[config.mk]
export PLATFORM = sky130hd
export DESIGN_NAME = apb_completer_regs
export DESIGN_NICKNAME = d
export VERILOG_FILES = /design/src/rtl/apb_completer_regs_pkg.sv /design/src/rtl/apb_completer_regs_wait_counter.sv /design/src/rtl/apb_completer_regs.sv
export SDC_FILE = /design/constraint.sdc
export NUM_CORES = 1
export LEC_CHECK = 0
export ABC_AREA = 0
export BUFFER_PORTS_ARGS = -buffer_cell sky130_fd_sc_hd__buf_4
export CELL_PAD_IN_SITES_DETAIL_PLACEMENT = 1
export CELL_PAD_IN_SITES_GLOBAL_PLACEMENT = 1
export CORE_MARGIN = 5
export CORE_UTILIZATION = 48
export DETAILED_ROUTE_END_ITERATION = 7
export GPL_TIMING_DRIVEN = 0
export PLACE_DENSITY = 0.8
export SLEW_MARGIN = 25
export SYNTH_ARGS = -nofsm -noshare
export SYNTH_HDL_FRONTEND = slang
export SYNTH_SLANG_ARGS = --single-unit
[constraint.sdc]
create_clock -name pclk -period 4.75 [get_ports pclk]
set_input_delay 0.2375 -clock pclk [delete_from_list [all_inputs] [get_ports pclk]]
set_output_delay 0.2375 -clock pclk [all_outputs]
set_load 0.005 [all_outputs]
[src/rtl/apb_completer_regs_pkg.sv]
// Shared APB definitions: transfer-state encoding, register offsets and map size.
// Used by both the APB initiator and the completer register block.
package apb_completer_regs_pkg;

    typedef enum logic {
        ST_IDLE   = 1'b0,
        ST_ACCESS = 1'b1
    } apb_state_e;

    localparam logic [3:0] OFF_REG0 = 4'h0;
    localparam logic [3:0] OFF_REG1 = 4'h4;
    localparam logic [3:0] OFF_REG2 = 4'h8;
    localparam logic [3:0] OFF_WCNT = 4'hC;

    localparam int NUM_REGS = 4;
    localparam int WAIT_W   = 4;

endpackage

[src/rtl/apb_completer_regs_wait_counter.sv]
// Access-phase wait-state counter: loaded at setup, counts down to zero, then holds.
module apb_wait_counter
    import apb_completer_regs_pkg::*;
#(
    parameter int W = WAIT_W
) (
    input  logic         clk,
    input  logic         rst,
    input  logic         i_load,
    input  logic [W-1:0] i_load_val,
    input  logic         i_dec,
    output logic         o_zero
);

    logic [W-1:0] r_count;

    always_ff @(posedge clk or posedge rst) begin
        if (rst) begin
            r_count <= '0;
        end else if (i_load) begin
            r_count <= i_load_val;
        end else if (i_dec && (r_count != '0)) begin
            r_count <= r_count - W'(1);
        end
    end

    assign o_zero = (r_count == '0);

endmodule

[src/rtl/apb_completer_regs.sv]
// APB completer with three R/W registers and a read-only count of committed writes.
// Responses (pready/pslverr/prdata) are combinational from the ACCESS state and wait counter.
module apb_completer_regs
    import apb_completer_regs_pkg::*;
#(
    parameter logic [31:0] BASE_ADDR   = 32'hA000,
    parameter int          WAIT_CYCLES = 1
) (
    input  logic        pclk,
    input  logic        preset,
    input  logic        psel,
    input  logic        penable,
    input  logic        pwrite,
    input  logic [31:0] paddr,
    input  logic [31:0] pwdata,
    output logic [31:0] prdata,
    output logic        pready,
    output logic        pslverr
);

    localparam logic [WAIT_W-1:0] WAIT_LD = WAIT_W'(WAIT_CYCLES);

    apb_state_e  r_state;
    apb_state_e  w_state_nxt;
    logic [31:0] r_addr;
    logic [31:0] r_wdata;
    logic        r_write;
    logic [31:0] r_regs [NUM_REGS-1];
    logic [31:0] r_wcnt;

    logic        w_setup;
    logic        w_dec;
    logic        w_done;
    logic        w_zero;
    logic [31:0] w_off;
    logic        w_err;
    logic        w_commit;
    logic [31:0] w_rd_reg;

    apb_wait_counter #(.W(WAIT_W)) u_wait (
        .clk        (pclk),
        .rst        (preset),
        .i_load     (w_setup),
        .i_load_val (WAIT_LD),
        .i_dec      (w_dec),
        .o_zero     (w_zero)
    );

    always_ff @(posedge pclk or posedge preset) begin
        if (preset) begin
            r_state <= ST_IDLE;
        end else begin
            r_state <= w_state_nxt;
        end
    end

    // A missing setup (penable already high in IDLE) never starts a transfer.
    always_comb begin
        w_state_nxt = r_state;
        w_setup     = 1'b0;
        w_dec       = 1'b0;
        w_done      = 1'b0;
        case (r_state)
            ST_IDLE: begin
                if (psel && !penable) begin
                    w_setup     = 1'b1;
                    w_state_nxt = ST_ACCESS;
                end
            end
            ST_ACCESS: begin
                if (!psel) begin
                    w_state_nxt = ST_IDLE;
                end else if (!w_zero) begin
                    w_dec = 1'b1;
                end else begin
                    w_done      = 1'b1;
                    w_state_nxt = ST_IDLE;
                end
            end
            default: w_state_nxt = ST_IDLE;
        endcase
    end

    always_ff @(posedge pclk) begin
        if (w_setup) begin
            r_addr  <= paddr;
            r_wdata <= pwdata;
            r_write <= pwrite;
        end
    end

    // Unsigned offset wraps for addresses below BASE_ADDR, so one compare covers both ends.
    assign w_off    = r_addr - BASE_ADDR;
    assign w_err    = (w_off[31:4] != '0) || (r_addr[1:0] != 2'b00) ||
                      (r_write && (w_off[3:0] == OFF_WCNT));
    assign w_commit = w_done && !w_err && r_write;

    always_comb begin
        w_rd_reg = '0;
        case (w_off[3:0])
            OFF_REG0: w_rd_reg = r_regs[0];
            OFF_REG1: w_rd_reg = r_regs[1];
            OFF_REG2: w_rd_reg = r_regs[2];
            OFF_WCNT: w_rd_reg = r_wcnt;
            default:  w_rd_reg = '0;
        endcase
    end

    always_ff @(posedge pclk or posedge preset) begin
        if (preset) begin
            for (int i = 0; i < NUM_REGS - 1; i++) begin
                r_regs[i] <= '0;
            end
            r_wcnt <= '0;
        end else if (w_commit) begin
            case (w_off[3:0])
                OFF_REG0: r_regs[0] <= r_wdata;
                OFF_REG1: r_regs[1] <= r_wdata;
                OFF_REG2: r_regs[2] <= r_wdata;
                default:  ;
            endcase
            r_wcnt <= r_wcnt + 32'd1;
        end
    end

    assign pready  = w_done;
    assign pslverr = w_done && w_err;
    assign prdata  = (w_done && !w_err && !r_write) ? w_rd_reg : 32'h0;

endmodule
Yosys cells after proc, flatten, opt, wreduce, memory -nomap -nowiden:

Index checks and enable logic that the tools add are counted.

* input bits: 69
* flip-flop bits (word level): 198
* output and inout bits: 34

* add/sub/neg operators: 3
* bitwise operators: 1
* multiplexer cells: 13
* equality and inequality tests: 3
* reductions and logical operators: 21

Operators by type and width (number)
* $pmux W32 S4: 1
* $add A32 B1 Y32 const B: 1
* $mux W32: 1
* $sub A32 B16 Y32 const B: 1
* $reduce_bool A28 Y1: 1
* $eq A4 B4 Y1 const B: 2
* $logic_not A4 Y1: 2
* $mux W1: 8
* $mux W4: 2
* $logic_and A1 B1 Y1: 7
* $reduce_and A2 Y1: 3
* $eq A4 B3 Y1 const B: 1
* $reduce_bool A2 Y1: 2
* $reduce_bool A4 Y1: 1
* $sub A4 B1 Y4 const B: 1
* $logic_not A1 Y1: 3
* $logic_or A1 B1 Y1: 2
* $pmux W1 S2: 1
* $not A1 Y1: 1

Depth between registers and ports, before layout:

* depth after elaboration: 8
* gate-level depth with buffers: 12

By module:

From an unflattened synthesis, not the netlist that was laid out.

* cells, all modules: 620
* area total of the unflattened synthesis: 8604.5 um^2

Modules (own cells, without submodules)
* apb_completer_regs: area an instance 8343.0 um^2, cells each 592, instances 1
* apb_wait_counter: area an instance 261.5 um^2, cells each 28, instances 1

Worst setup path after synthesis:

No wires, ideal clock.

* kind: reg2out
* start: register r_addr[16]
* end: output prdata[10]
* path slack: 1.603 ns
* cell stages (with the launch flop): 11
* data arrival time: 2.910 ns
* buffers on the path: 3
* cell sequence: edfxtp_1 or4_4 nor4_2 mux2_1 o22ai_1 or4_1 buf_2 or4_1 buf_2 buf_6 a21oi_2

* word-level cells in the longest chain between the ends: 8

Ends and longest elaborated chain
* start, declared: RTL line apb_completer_regs.sv:25 `logic [31:0] r_addr;`
* start signal, assigned: RTL line apb_completer_regs.sv:86 `r_addr <= paddr;`
* $sub A32 B16 Y32: RTL line apb_completer_regs.sv:93 `assign w_off = r_addr - BASE_ADDR;`
* $reduce_bool A28 Y1: RTL line apb_completer_regs.sv:94 `assign w_err = (w_off[31:4] != '0) || (r_addr[1:0] != 2'b00) ||`
* $logic_or A1 B1 Y1 (2 in series): RTL line apb_completer_regs.sv:94
* $logic_not A1 Y1: RTL line apb_completer_regs.sv:128 `assign prdata = (w_done && !w_err && !r_write) ? w_rd_reg : 32'h0;`
* $logic_and A1 B1 Y1 (2 in series): RTL line apb_completer_regs.sv:128
* $mux W32: RTL line apb_completer_regs.sv:128
* end, declared: RTL line apb_completer_regs.sv:16 `output logic [31:0] prdata,`

Every way passes these cells.

Worst setup path after layout:

* start: register r_addr[17]
* end: output prdata[30]

The elaborated chain is that of the path after synthesis.

==> flow_metrics.py <==
metrics = {
    "outcome": {
        "outcome": "complete, no violations",
    },
    "cells_and_area": {
        "multiInputGateArea_um2": 3093,
        "final_common_cell": "dfrtp_1",
        "drive_gt1_frac": 0.3361,
        "design_area_um2": 10950,
        "area_delta_synth_final_pct": 27.11,
        "fill_cells": 1723,
        "nNetsFinal": 898,
        "final_cell_mix": "dfrtp_1, buf_4, mux2_2",
        "n_antenna_cell": 0,
        "layout.area.seq_um2": 5280,
    },
    "sta": {
        "hold_violations": 0,
        "rsz0062_at_grt": "no",
        "final-setup-viol-count": 0,
        "final.setup_skew_ns": 0.01586,
        "period_needed_ns": 4.582,
        "slew_headroom": 0.4298,
        "drv_slew": 0,
        "fin_hold_ws_ns": 0.1939,
        "period_share": 0.9647,
        "fmax_mhz": 218.2,
        "worst_slew_pin_slew_ns": 0.8553,
    },
    "logic_synthesis": {
        "ys_async_sr_fraction": 0.6717,
        "yosysSeqAreaShare": 0.6128,
        "ys_warn_count": 0,
        "synth_area_um2": 8616,
        "ys_ff_latch": 198,
        "synth-simple-area-share": 0.09004,
        "synth-edff-count": 65,
        "synthFlopType": "dfrtp_1",
        "synth_cell_types": 48,
        "yosys-mux-area-fraction": 0.1294,
        "synth_compound_area_frac": 0.09962,
        "synth_cells": 637,
        "syn_nets": 709,
        "synth-xor-area-share": 0.03558,
        "synth_fa_ha_area_frac": 0.004357,
        "synth_top_family_by_area": "multiplexers",
        "synth.avg_cell_area_um2": 13.53,
        "synth.largest_area_cell": "dfrtp_1",
        "synthTopCellsByArea": "dfrtp_1, edfxtp_1, mux2_2, a22oi_1, a21oi_2",
        "synth_top_cell_area_share": 0.3863,
    },
    "global_route": {
        "antenna_found_initial": 0,
        "grt_pass1_wl_mm": 39.05,
        "overflow": 0,
        "first_global_vias": 6997,
        "grt_usage": 0.2485,
        "grt_max_degree": 100,
    },
    "critical_path": {
        "crit_path_cell_trace": "nor4_1, nand3_1, a2111oi_0, o22ai_1, or4_1, buf_2, or4_1, buf_2, buf_6, a21oi_2, buf_4",
        "end_kind": "output port",
        "r2r_cells": 9,
        "rr_endpoint": "r_regs[47]$_DFFE_PP0P_",
        "start_kind": "flip-flop",
        "required_ns": 4.51,
        "arrival_ns": 4.34,
        "path_class": "reg2out",
        "reg2reg_slack_ns": 0.73,
        "cpMaxStageDelayCell": "a2111oi_0",
        "crit_fanout": 10,
        "worstReg2RegStart": "r_addr[17]$_DFFE_PP_",
        "cpPeakStageDelay_ns": 0.59,
    },
    "worst_hold_path": {
        "hold_path.class": "in2reg",
        "holdPathStages": 3,
        "worstHoldStart": "psel",
        "timing.hold.worst_endpoint": "r_state$_DFF_PP0_",
    },
    "placement": {
        "placed_area_um2": 9733,
        "io_buffer_count": 102,
        "dp_hpwl_mm": 15.28,
        "gp_congestion": 0.7751,
    },
    "routing": {
        "viasPerCell": 5.818,
        "wl_per_cell_um": 22.98,
        "vias": 6214,
        "antenna_left": 0,
        "wl_met1_mm": 9.920,
        "dr.pass1.iters": 5,
        "drc": 0,
        "first_iter_violations": 335,
        "dr.max_layer_used": "met4",
        "wl_met2_mm": 12.92,
        "wl_met3_mm": 1.115,
        "wl_mm": 24.55,
    },
    "die": {
        "core_area_um2": 17840,
        "boundaryPins": 103,
        "num_rows": 49,
        "initial_core_util": 0.4829,
        "dieArea_um2": 20730,
        "fp.dieW_um": 144.0,
        "die_y_um": 144.0,
    },
    "power_and_ir_drop": {
        "ir_worst_vdd_mv": 0.2485,
        "power_uw": 3513,
        "power.density_nw_per_um2": 320.8,
        "leakagePower_uw": 0.004705,
    },
    "clocking": {
        "clk_pin_slew_ns": 0.08,
        "clockBufferDepth": 2,
        "post-cts-setup-buffers": 0,
        "cts_tree": "built",
        "h-tree-depth": 4,
        "cts.repair.resized": 0,
        "clk-insertion-delay-late_ns": 0.44,
        "numCtsBuffers": 17,
        "root_buffer": "clkbuf_16",
        "cts.sinks": 198,
    },
    "job": {
        "drv_cap": 0,
    },
}
## repair_timing
item,in CTS,in global routing
hold endpoints to repair,99,0
hold buffers,66,0
setup endpoints to repair,0,0
## cell families after synthesis
group / count (synthesis)
flip-flops: 198
adder cells (fa/ha/maj): 3
AND/OR/NAND/NOR: 139
multiplexers: 99
XOR/XNOR: 35
AO/OA/AOI/OAI: 111
buffers and inverters: 52
## report_power, final
group | total [µW] | internal [µW] | switching, µW
combinational | 239 | 114 | 125
clock | 1390 | 693 | 702
sequential | 1880 | 1830 | 52.1
total | 3510 | 2630 | 879
## critical path, delay by kind of cell (launching register included)
kind            cells  cell delay, ns
buf+inv             4            0.73
simple gates        4            1.70
flops               1            0.51
compound gates      3            0.95
## cells in the mapped netlist (4+ instances only)
cell type  number
a21oi_2        30
or4_1           5
nand3_1        15
nand2_1        22
nor4_1         22
nor2_1         20
mux2_2         91
inv_1          18
nor2b_1         7
and3_1          4
buf_2          11
a21oi_1         4
xor2_1         26
nor3_1         15
or3_1           5
dfrtp_1       133
mux2_1          8
clkbuf_1       16
xnor2_1         9
a22oi_1        65
edfxtp_1       65
nand4_1         6
## layer usage
metal / vias up / GRT usage
li1: 2753 / -
met1: 3248 / 0.3014
met2: 167 / 0.4412
met3: 46 / 0.05556
met4: 0 / 0.07978
met5: - / 0
## final cells by class
class / instances / share of cell area
sequential: 198 / 0.4821
clock buffer: 17 / 0.03884
tap: 229 / 0.02616
timing repair buffer: 170 / 0.1353
buffer: 34 / 0.01599
inverter: 18 / 0.007083
clock inverter: 15 / 0.01211
multi-input combinational: 387 / 0.2824
## sequential cells by signal, summed over array words and instances, names as in the netlist
signal	flops
r_state	1
r_wdata	32
r_addr	32
r_wcnt	32
r_regs	96
r_write	1
u_wait.r_count	4
## how the worst max path moves through the flow
stage | startpoint | end | depth (start not counted)
floorplan | preset | r_regs[0]$_DFFE_PP0P_ | 1
global placement | preset | r_regs[36]$_DFFE_PP0P_ | 2
detailed placement | r_addr[17]$_DFFE_PP_ | prdata[30] | 11
CTS | r_addr[17]$_DFFE_PP_ | prdata[30] | 11
global route | r_addr[17]$_DFFE_PP_ | prdata[30] | 11
finish | r_addr[17]$_DFFE_PP_ | prdata[30] | 11
## stage by stage
step                  util  std cells  worst slack, ns  setup TNS [ns]
global route        0.6139       1068          0.02630               0
global placement    0.5419        968          -0.3432          -43.87
detailed placement  0.5456        970           0.7239               0
floorplan                -        637           0.9581               0
finish              0.6139       1068           0.1676               0
CTS                 0.6139       1068           0.2134               0
Power figures use the tool's default switching activity.
